### config.mk
export PLATFORM = sky130hd
export DESIGN_NAME = xs_sndcmd_queue_flat
export DESIGN_NICKNAME = d
export VERILOG_FILES = /design/src/rtl/xs_snd_pkg.sv /design/src/rtl/xs_sndcmd_queue_if.sv /design/src/rtl/xs_sndcmd_ram.sv /design/src/rtl/xs_sndcmd_queue.sv /design/src/flat_wrapper.sv
export SDC_FILE = /design/constraint.sdc
export NUM_CORES = 1
export LEC_CHECK = 0
export CORE_UTILIZATION = 41
export CTS_CLUSTER_SIZE = 16
export DETAILED_ROUTE_END_ITERATION = 6
export PLACE_DENSITY = 0.65
export SETUP_SLACK_MARGIN = 0.05
export SYNTH_ARGS = -nofsm -noshare
export SYNTH_HDL_FRONTEND = slang
export SYNTH_SLANG_ARGS = --single-unit
### constraint.sdc
create_clock -name clk -period 6.5 [get_ports clk]
set_clock_uncertainty 0.2 [all_clocks]
set_input_delay 0.65 -clock clk [delete_from_list [all_inputs] [get_ports clk]]
set_output_delay 0.65 -clock clk [all_outputs]
set_load 0.01 [all_outputs]
### src/rtl/xs_snd_pkg.sv
// xs_snd_pkg: shared types and default sizing for the sound command queue.
// Exports the scheduler state type and DEPTH/HOLD/DW defaults.
package xs_snd_pkg;

  typedef enum logic [1:0] {
    IDLE,
    PEND,
    READ,
    GAP
  } sndq_state_t;

  localparam int SNDQ_DEPTH = 8;
  localparam int SNDQ_HOLD  = 16;
  localparam int SNDQ_DW    = 8;

endpackage

### src/rtl/xs_sndcmd_queue_if.sv
// xs_sndcmd_queue_if: main-CPU strobe/data, sound-CPU select, queue status.
// master = CPU side (drives strobes), slave = queue (drives cmd/irq/flags).
interface xs_sndcmd_queue_if #(
  parameter int DEPTH = xs_snd_pkg::SNDQ_DEPTH,
  parameter int DW    = xs_snd_pkg::SNDQ_DW
);

  localparam int CW = $clog2(DEPTH) + 1;

  logic          W3A08n;
  logic [DW-1:0] DB_in;
  logic          sel_n;
  logic [DW-1:0] cmd_q;
  logic          irq_n;
  logic [CW-1:0] count;
  logic          full;
  logic          empty;
  logic          ovf;

  modport master (
    output W3A08n, DB_in, sel_n,
    input  cmd_q, irq_n, count, full, empty, ovf
  );

  modport slave (
    input  W3A08n, DB_in, sel_n,
    output cmd_q, irq_n, count, full, empty, ovf
  );

endinterface

### src/rtl/xs_sndcmd_ram.sv
// xs_sndcmd_ram: DEPTH x DW register array, sync write, async read.
// Ports: clk, we/waddr/wdata write port, raddr/rdata read port.
module xs_sndcmd_ram #(
  parameter int DEPTH = 8,
  parameter int DW    = 8
) (
  input  logic                     clk,
  input  logic                     we,
  input  logic [$clog2(DEPTH)-1:0] waddr,
  input  logic [DW-1:0]            wdata,
  input  logic [$clog2(DEPTH)-1:0] raddr,
  output logic [DW-1:0]            rdata
);

  logic [DW-1:0] mem [DEPTH];

  always_ff @(posedge clk) begin
    if (we) mem[waddr] <= wdata;
  end

  assign rdata = mem[raddr];

endmodule

### src/rtl/xs_sndcmd_queue.sv
// xs_sndcmd_queue: main-to-sound command FIFO with one IRQ per command.
// Ports: clk, RSTn (async low), bus (slave: strobes in, cmd/irq/flags out).
module xs_sndcmd_queue
  import xs_snd_pkg::*;
#(
  parameter int DEPTH = SNDQ_DEPTH,
  parameter int DW    = SNDQ_DW,
  parameter int HOLD  = SNDQ_HOLD
) (
  input logic               clk,
  input logic               RSTn,
  xs_sndcmd_queue_if.slave  bus
);

  localparam int AW = $clog2(DEPTH);
  localparam int CW = AW + 1;
  localparam int GW = (HOLD > 1) ? $clog2(HOLD) : 1;
  localparam logic [CW-1:0] FULL_CNT = CW'(DEPTH);
  localparam logic [GW-1:0] GAP_LOAD = GW'(HOLD - 1);

  sndq_state_t   state;
  sndq_state_t   state_nx;
  logic          last_w;
  logic          last_sel;
  logic          push_evt;
  logic          rise_sel;
  logic          push_ok;
  logic          pop;
  logic [AW-1:0] wr_ptr;
  logic [AW-1:0] rd_ptr;
  logic [CW-1:0] count;
  logic [GW-1:0] gap_cnt;
  logic [DW-1:0] head;
  logic [DW-1:0] cmd_q;
  logic          irq_n;
  logic          ovf;
  logic          full;
  logic          empty;

  assign full     = (count == FULL_CNT);
  assign empty    = (count == '0);
  assign push_evt = bus.W3A08n & ~last_w;
  assign rise_sel = bus.sel_n & ~last_sel;
  assign push_ok  = push_evt & ~full;
  assign pop      = rise_sel & (state == READ) & ~empty;

  xs_sndcmd_ram #(
    .DEPTH (DEPTH),
    .DW    (DW)
  ) u_ram (
    .clk   (clk),
    .we    (push_ok),
    .waddr (wr_ptr),
    .wdata (bus.DB_in),
    .raddr (rd_ptr),
    .rdata (head)
  );

  always_ff @(posedge clk or negedge RSTn) begin
    if (!RSTn) begin
      last_w   <= 1'b1;
      last_sel <= 1'b1;
    end else begin
      last_w   <= bus.W3A08n;
      last_sel <= bus.sel_n;
    end
  end

  always_ff @(posedge clk or negedge RSTn) begin
    if (!RSTn) begin
      wr_ptr <= '0;
      rd_ptr <= '0;
      count  <= '0;
      ovf    <= 1'b0;
    end else begin
      if (push_ok) wr_ptr <= wr_ptr + 1'b1;
      if (pop)     rd_ptr <= rd_ptr + 1'b1;
      unique case ({push_ok, pop})
        2'b10:   count <= count + 1'b1;
        2'b01:   count <= count - 1'b1;
        default: count <= count;
      endcase
      if (push_evt & full) ovf <= 1'b1;
    end
  end

  // Head is reloaded every cycle so cmd_q tracks pops; while empty
  // it keeps the last byte, like the original latch.
  always_ff @(posedge clk or negedge RSTn) begin
    if (!RSTn) begin
      cmd_q <= {DW{1'b1}};
    end else if (!empty) begin
      cmd_q <= head;
    end
  end

  always_comb begin
    state_nx = state;
    unique case (state)
      IDLE: if (!empty)     state_nx = PEND;
      PEND: if (!bus.sel_n) state_nx = READ;
      READ: if (rise_sel)   state_nx = GAP;
      GAP:  if (gap_cnt == '0)
              state_nx = empty ? IDLE : PEND;
    endcase
  end

  always_ff @(posedge clk or negedge RSTn) begin
    if (!RSTn) begin
      state   <= IDLE;
      irq_n   <= 1'b1;
      gap_cnt <= GAP_LOAD;
    end else begin
      state <= state_nx;
      irq_n <= (state_nx != PEND);
      // Preloaded outside GAP so the count starts at HOLD-1 on entry.
      if (state != GAP)
        gap_cnt <= GAP_LOAD;
      else if (gap_cnt != '0)
        gap_cnt <= gap_cnt - 1'b1;
    end
  end

  assign bus.cmd_q = cmd_q;
  assign bus.irq_n = irq_n;
  assign bus.count = count;
  assign bus.full  = full;
  assign bus.empty = empty;
  assign bus.ovf   = ovf;

endmodule

### src/flat_wrapper.sv
// flat-port wrapper written by rule: the top's interface ports become plain ports
module xs_sndcmd_queue_flat import xs_snd_pkg::*;
#(
  parameter int DEPTH = SNDQ_DEPTH,
  parameter int DW    = SNDQ_DW,
  parameter int HOLD  = SNDQ_HOLD
)
  (clk, RSTn, bus_W3A08n, bus_DB_in, bus_sel_n, bus_cmd_q, bus_irq_n, bus_count, bus_full, bus_empty, bus_ovf);
  xs_sndcmd_queue_if #(.DEPTH(DEPTH), .DW(DW)) bus_i ();
  input logic clk;
  input logic RSTn;
  input wire logic [$bits(bus_i.W3A08n)-1:0] bus_W3A08n;
  input wire logic [$bits(bus_i.DB_in)-1:0] bus_DB_in;
  input wire logic [$bits(bus_i.sel_n)-1:0] bus_sel_n;
  output wire logic [$bits(bus_i.cmd_q)-1:0] bus_cmd_q;
  output wire logic [$bits(bus_i.irq_n)-1:0] bus_irq_n;
  output wire logic [$bits(bus_i.count)-1:0] bus_count;
  output wire logic [$bits(bus_i.full)-1:0] bus_full;
  output wire logic [$bits(bus_i.empty)-1:0] bus_empty;
  output wire logic [$bits(bus_i.ovf)-1:0] bus_ovf;
  assign bus_i.W3A08n = bus_W3A08n;
  assign bus_i.DB_in = bus_DB_in;
  assign bus_i.sel_n = bus_sel_n;
  assign bus_cmd_q = bus_i.cmd_q;
  assign bus_irq_n = bus_i.irq_n;
  assign bus_count = bus_i.count;
  assign bus_full = bus_i.full;
  assign bus_empty = bus_i.empty;
  assign bus_ovf = bus_i.ovf;
  xs_sndcmd_queue #(.DEPTH(DEPTH), .DW(DW), .HOLD(HOLD)) u_core (.clk(clk), .RSTn(RSTn), .bus(bus_i));
endmodule
==> out/metrics.csv <==
stage,metric,value,unit
global_route,first-pass GRT wire length,10.2,mm
timing,RSZ-0062 raised after global routing,no,
floorplanning,die width,97.7,um
outcome,outcome,"complete, but fails checks",
worst_setup_path,Slowest cell on crit path,or4_4,
power_and_ir_drop,PD cells,407,mW/mm^2
routing,drt wl/cell,16.3,um
cells_and_area,fin cells,386,
cells_and_area,Antenna diodes,0,
floorplanning,DIE HEIGHT,97.7,um
synth,post-synth top area cell,edfxtp_1,
cells_and_area,# fillers,753,
clock_network,clock latency on the worst-skew pair,350,ps
floorplanning,Initial Util,42.7,%
global_route,initial antenna violation count,0,
routing,Antenna Nets Post-Route,0,
clock_network,postcts setup bufs,0,
timing,maximum clock frequency,324,MHz
routing,DR pass1 iterations,6,
synth,synthesized area,0.00376,mm^2
worst_setup_path,maximum fanout along the worst path,18,
timing,relative slew slack,23.5,%
synth,most common cell in the netlist,edfxtp_1,
synth,"top cells by area, synth","edfxtp_1, dfstp_2, dfrtp_1, mux2_2, mux2i_1",
timing,final hold slack,274,ps
cells_and_area,cell area after layout,0.00433,mm^2
floorplanning,io pins,28,
worst_setup_path,CP Launch Type,flip-flop,
timing,final period utilization,47.5,%
placement,Placed Instances,370,
min_path,worst hold-check path type,reg -> reg,
placement,Setup WS pre-CTS,3230,ps
cells_and_area,Area Overhead vs Synth,15.3,%
worst_setup_path,critical path class,reg -> out,
synth,"Warnings, synthesis",0,
cells_and_area,register area,0.00264,mm^2
worst_setup_path,Worst R2R Setup Slack,3690,ps
routing,# DRC,10,
timing,post-route setup slack,3410,ps
cells_and_area,ratio of cells with drive above 1 in the final layout,20.5,%
timing,Final min period,3090,ps
clock_network,clock root buffer,clkbuf_8,
synth,sequential fraction of the synthesis area,70.3,%
routing,vias,2005,
floorplanning,core area,0.00881,mm^2
power_and_ir_drop,P_sw,560,uW
clock_network,htree depth,3,
power_and_ir_drop,clock network power share,20.8,%
flow_run,max-cap viol count,0,
synth,syn_area_per_cell,15.5,um^2
routing,average via count per standard cell,5.19,
outcome,failing checks,design-rule violations,
synth,"Top FF cell, synth",edfxtp_1,
cells_and_area,area of the multi-input gates,0.00105,mm^2
routing,drt first-iter violations,117,
synth,"EDFF count, synth",64,
clock_network,TritonCTS Buffers,9,
synth,library cells used by synthesis,38,
cells_and_area,Final Core Density,49.2,%
worst_setup_path,"slowest stage delay, CP",590,ps
timing,worst slew pin tran,1140,ps
worst_setup_path,critical path required time,5650,ps
power_and_ir_drop,Reg power frac,49.5,%
power_and_ir_drop,Pint,1.20,mW
timing,TNS Setup,0,ps
synth,syn nets,260,
synth,post-synth top area share,51.1,%
placement,port bufs,27,
clock_network,# clock sinks,92,
timing,Final setup violation count,0,
clock_network,Clock Tree Buf Depth,2,
clock_network,hold_buf cts,0,
placement,placed inst area,0.00414,mm^2
power_and_ir_drop,Leak Pwr,1.52,nW
synth,top post-synthesis cells by count,"edfxtp_1, mux2_2, mux2i_1, dfstp_2, nand2_1",
global_route,GRT overflow,0,
power_and_ir_drop,total power draw,1.76,mW
power_and_ir_drop,combinational share of power,29.7,%
worst_setup_path,CP arrival,2240,ps
power_and_ir_drop,Switching Share,31.8,%
global_route,GRT Total Usage,14.4,%
clock_network,CTS tree,built,
placement,Routability Congestion,0.706,
synth,"FF+latch count, synth",92,
cells_and_area,# nets final,291,
placement,DP Wirelength,4.10,mm
worst_setup_path,worst-path cell chain,"or4_4, inv_2, clkdlybuf4s50_1",
worst_setup_path,CP endpoint kind,output port,
floorplanning,Cell Rows,34,
timing,Fin. Hold Viols,0,
global_route,pin count of the biggest net entering global routing,29,
clock_network,Worst-path clk slew,100,ps
global_route,vias in the first global route,1862,
power_and_ir_drop,VDD IR-drop max,0.000161,V
routing,final WL,6.29,mm
synth,Mapped Cells,242,
timing,fin. max-slew vios,0,
clock_network,PostCTS Resize Cnt,0,
floorplanning,Die ar.,0.00955,mm^2
synth,Post-synth ARST share,30.4,%
[cell families (layout without fill, tap and decap cells)]
| logic type | count (synthesis) | count (layout) | share of synthesized area (%) |
|---|---|---|---|
| fa+ha+maj | 6 | 6 | 2.00 |
| compound gates | 35 | 35 | 6.43 |
| mux | 36 | 36 | 10.3 |
| xor+xnor | 10 | 10 | 2.33 |
| buf+inv | 16 | 52 | 1.73 |
| simple gates | 47 | 47 | 6.89 |
| flops | 92 | 92 | 70.3 |
[metal layers]
layer  up-vias  share of wire (%)  track usage [%]  wire length [um]
met5         -                  0                0                 0
met4         0                1.0             6.99                63
met1       985                 50             21.0              3120
met2        42                 45             20.2              2820
li1        974                  -                -                 -
met3         4                4.5             3.44               280
[registers in the layout, indices dropped and copies added (netlist names)]
name	flops
u_core.bus.cmd_q	8
u_core.last_w	1
u_core.rd_ptr	3
u_core.u_ram.mem	64
u_core.bus.irq_n	1
u_core.last_sel	1
u_core.state	2
u_core.bus.ovf	1
u_core.bus.count	4
u_core.wr_ptr	3
u_core.gap_cnt	4
[final timing paths]
kind,start,end,cells past startpoint
hold / removal,u_core.bus.cmd_q[3],u_core.bus.cmd_q[3],2
min in group asynchronous,RSTn,u_core.bus.count[3],2
setup / recovery,u_core.bus.count[2],bus_empty,3
setup reg to reg,u_core.bus.count[2],u_core.bus.count[2],9
hold reg to reg,u_core.bus.cmd_q[3],u_core.bus.cmd_q[3],2
max in group asynchronous,RSTn,u_core.last_w,2
[critical path: cells and delay by family (launching register included)]
kind,cells,cell delay [ps]
buf+inv,2,820
simple gates,1,590
flops,1,470
[area by class of cell]
type | instances | share of cell area, %
Clock buffer | 10 | 3.18
Clock inverter | 6 | 1.24
Inverter | 7 | 0.607
Multi-Input combinational cell | 134 | 24.3
Sequential cell | 92 | 61.0
Tap cell | 108 | 3.12
Timing Repair Buffer | 29 | 6.59
[power by group through the flow]
stage,registers [mW],logic (mW),clock network (mW)
after CTS,0.873,0.528,0.380
after floorplan,0.867,0.348,0
after global routing,0.891,0.577,0.402
final,0.871,0.523,0.367
after detailed placement,0.885,0.528,0
after global placement,0.880,0.516,0
[cells in the final DEF (no fill, tap or decap), drive strengths merged, types with 3 or more instances in the layout]
cell type and n:
o21ai 10, xnor2 4, ha 6, nor2 9
edfxtp 64, nor3 3, nand2b 4, a22oi 8
xor2 6, nand2 15, o221ai 8, dfstp 15
mux2 19, a21oi 4, dfrtp 13, clkbuf 10
mux2i 17, nand3 4, clkdlybuf4s50 27, inv 10
(Power assumes the default switching activity.)
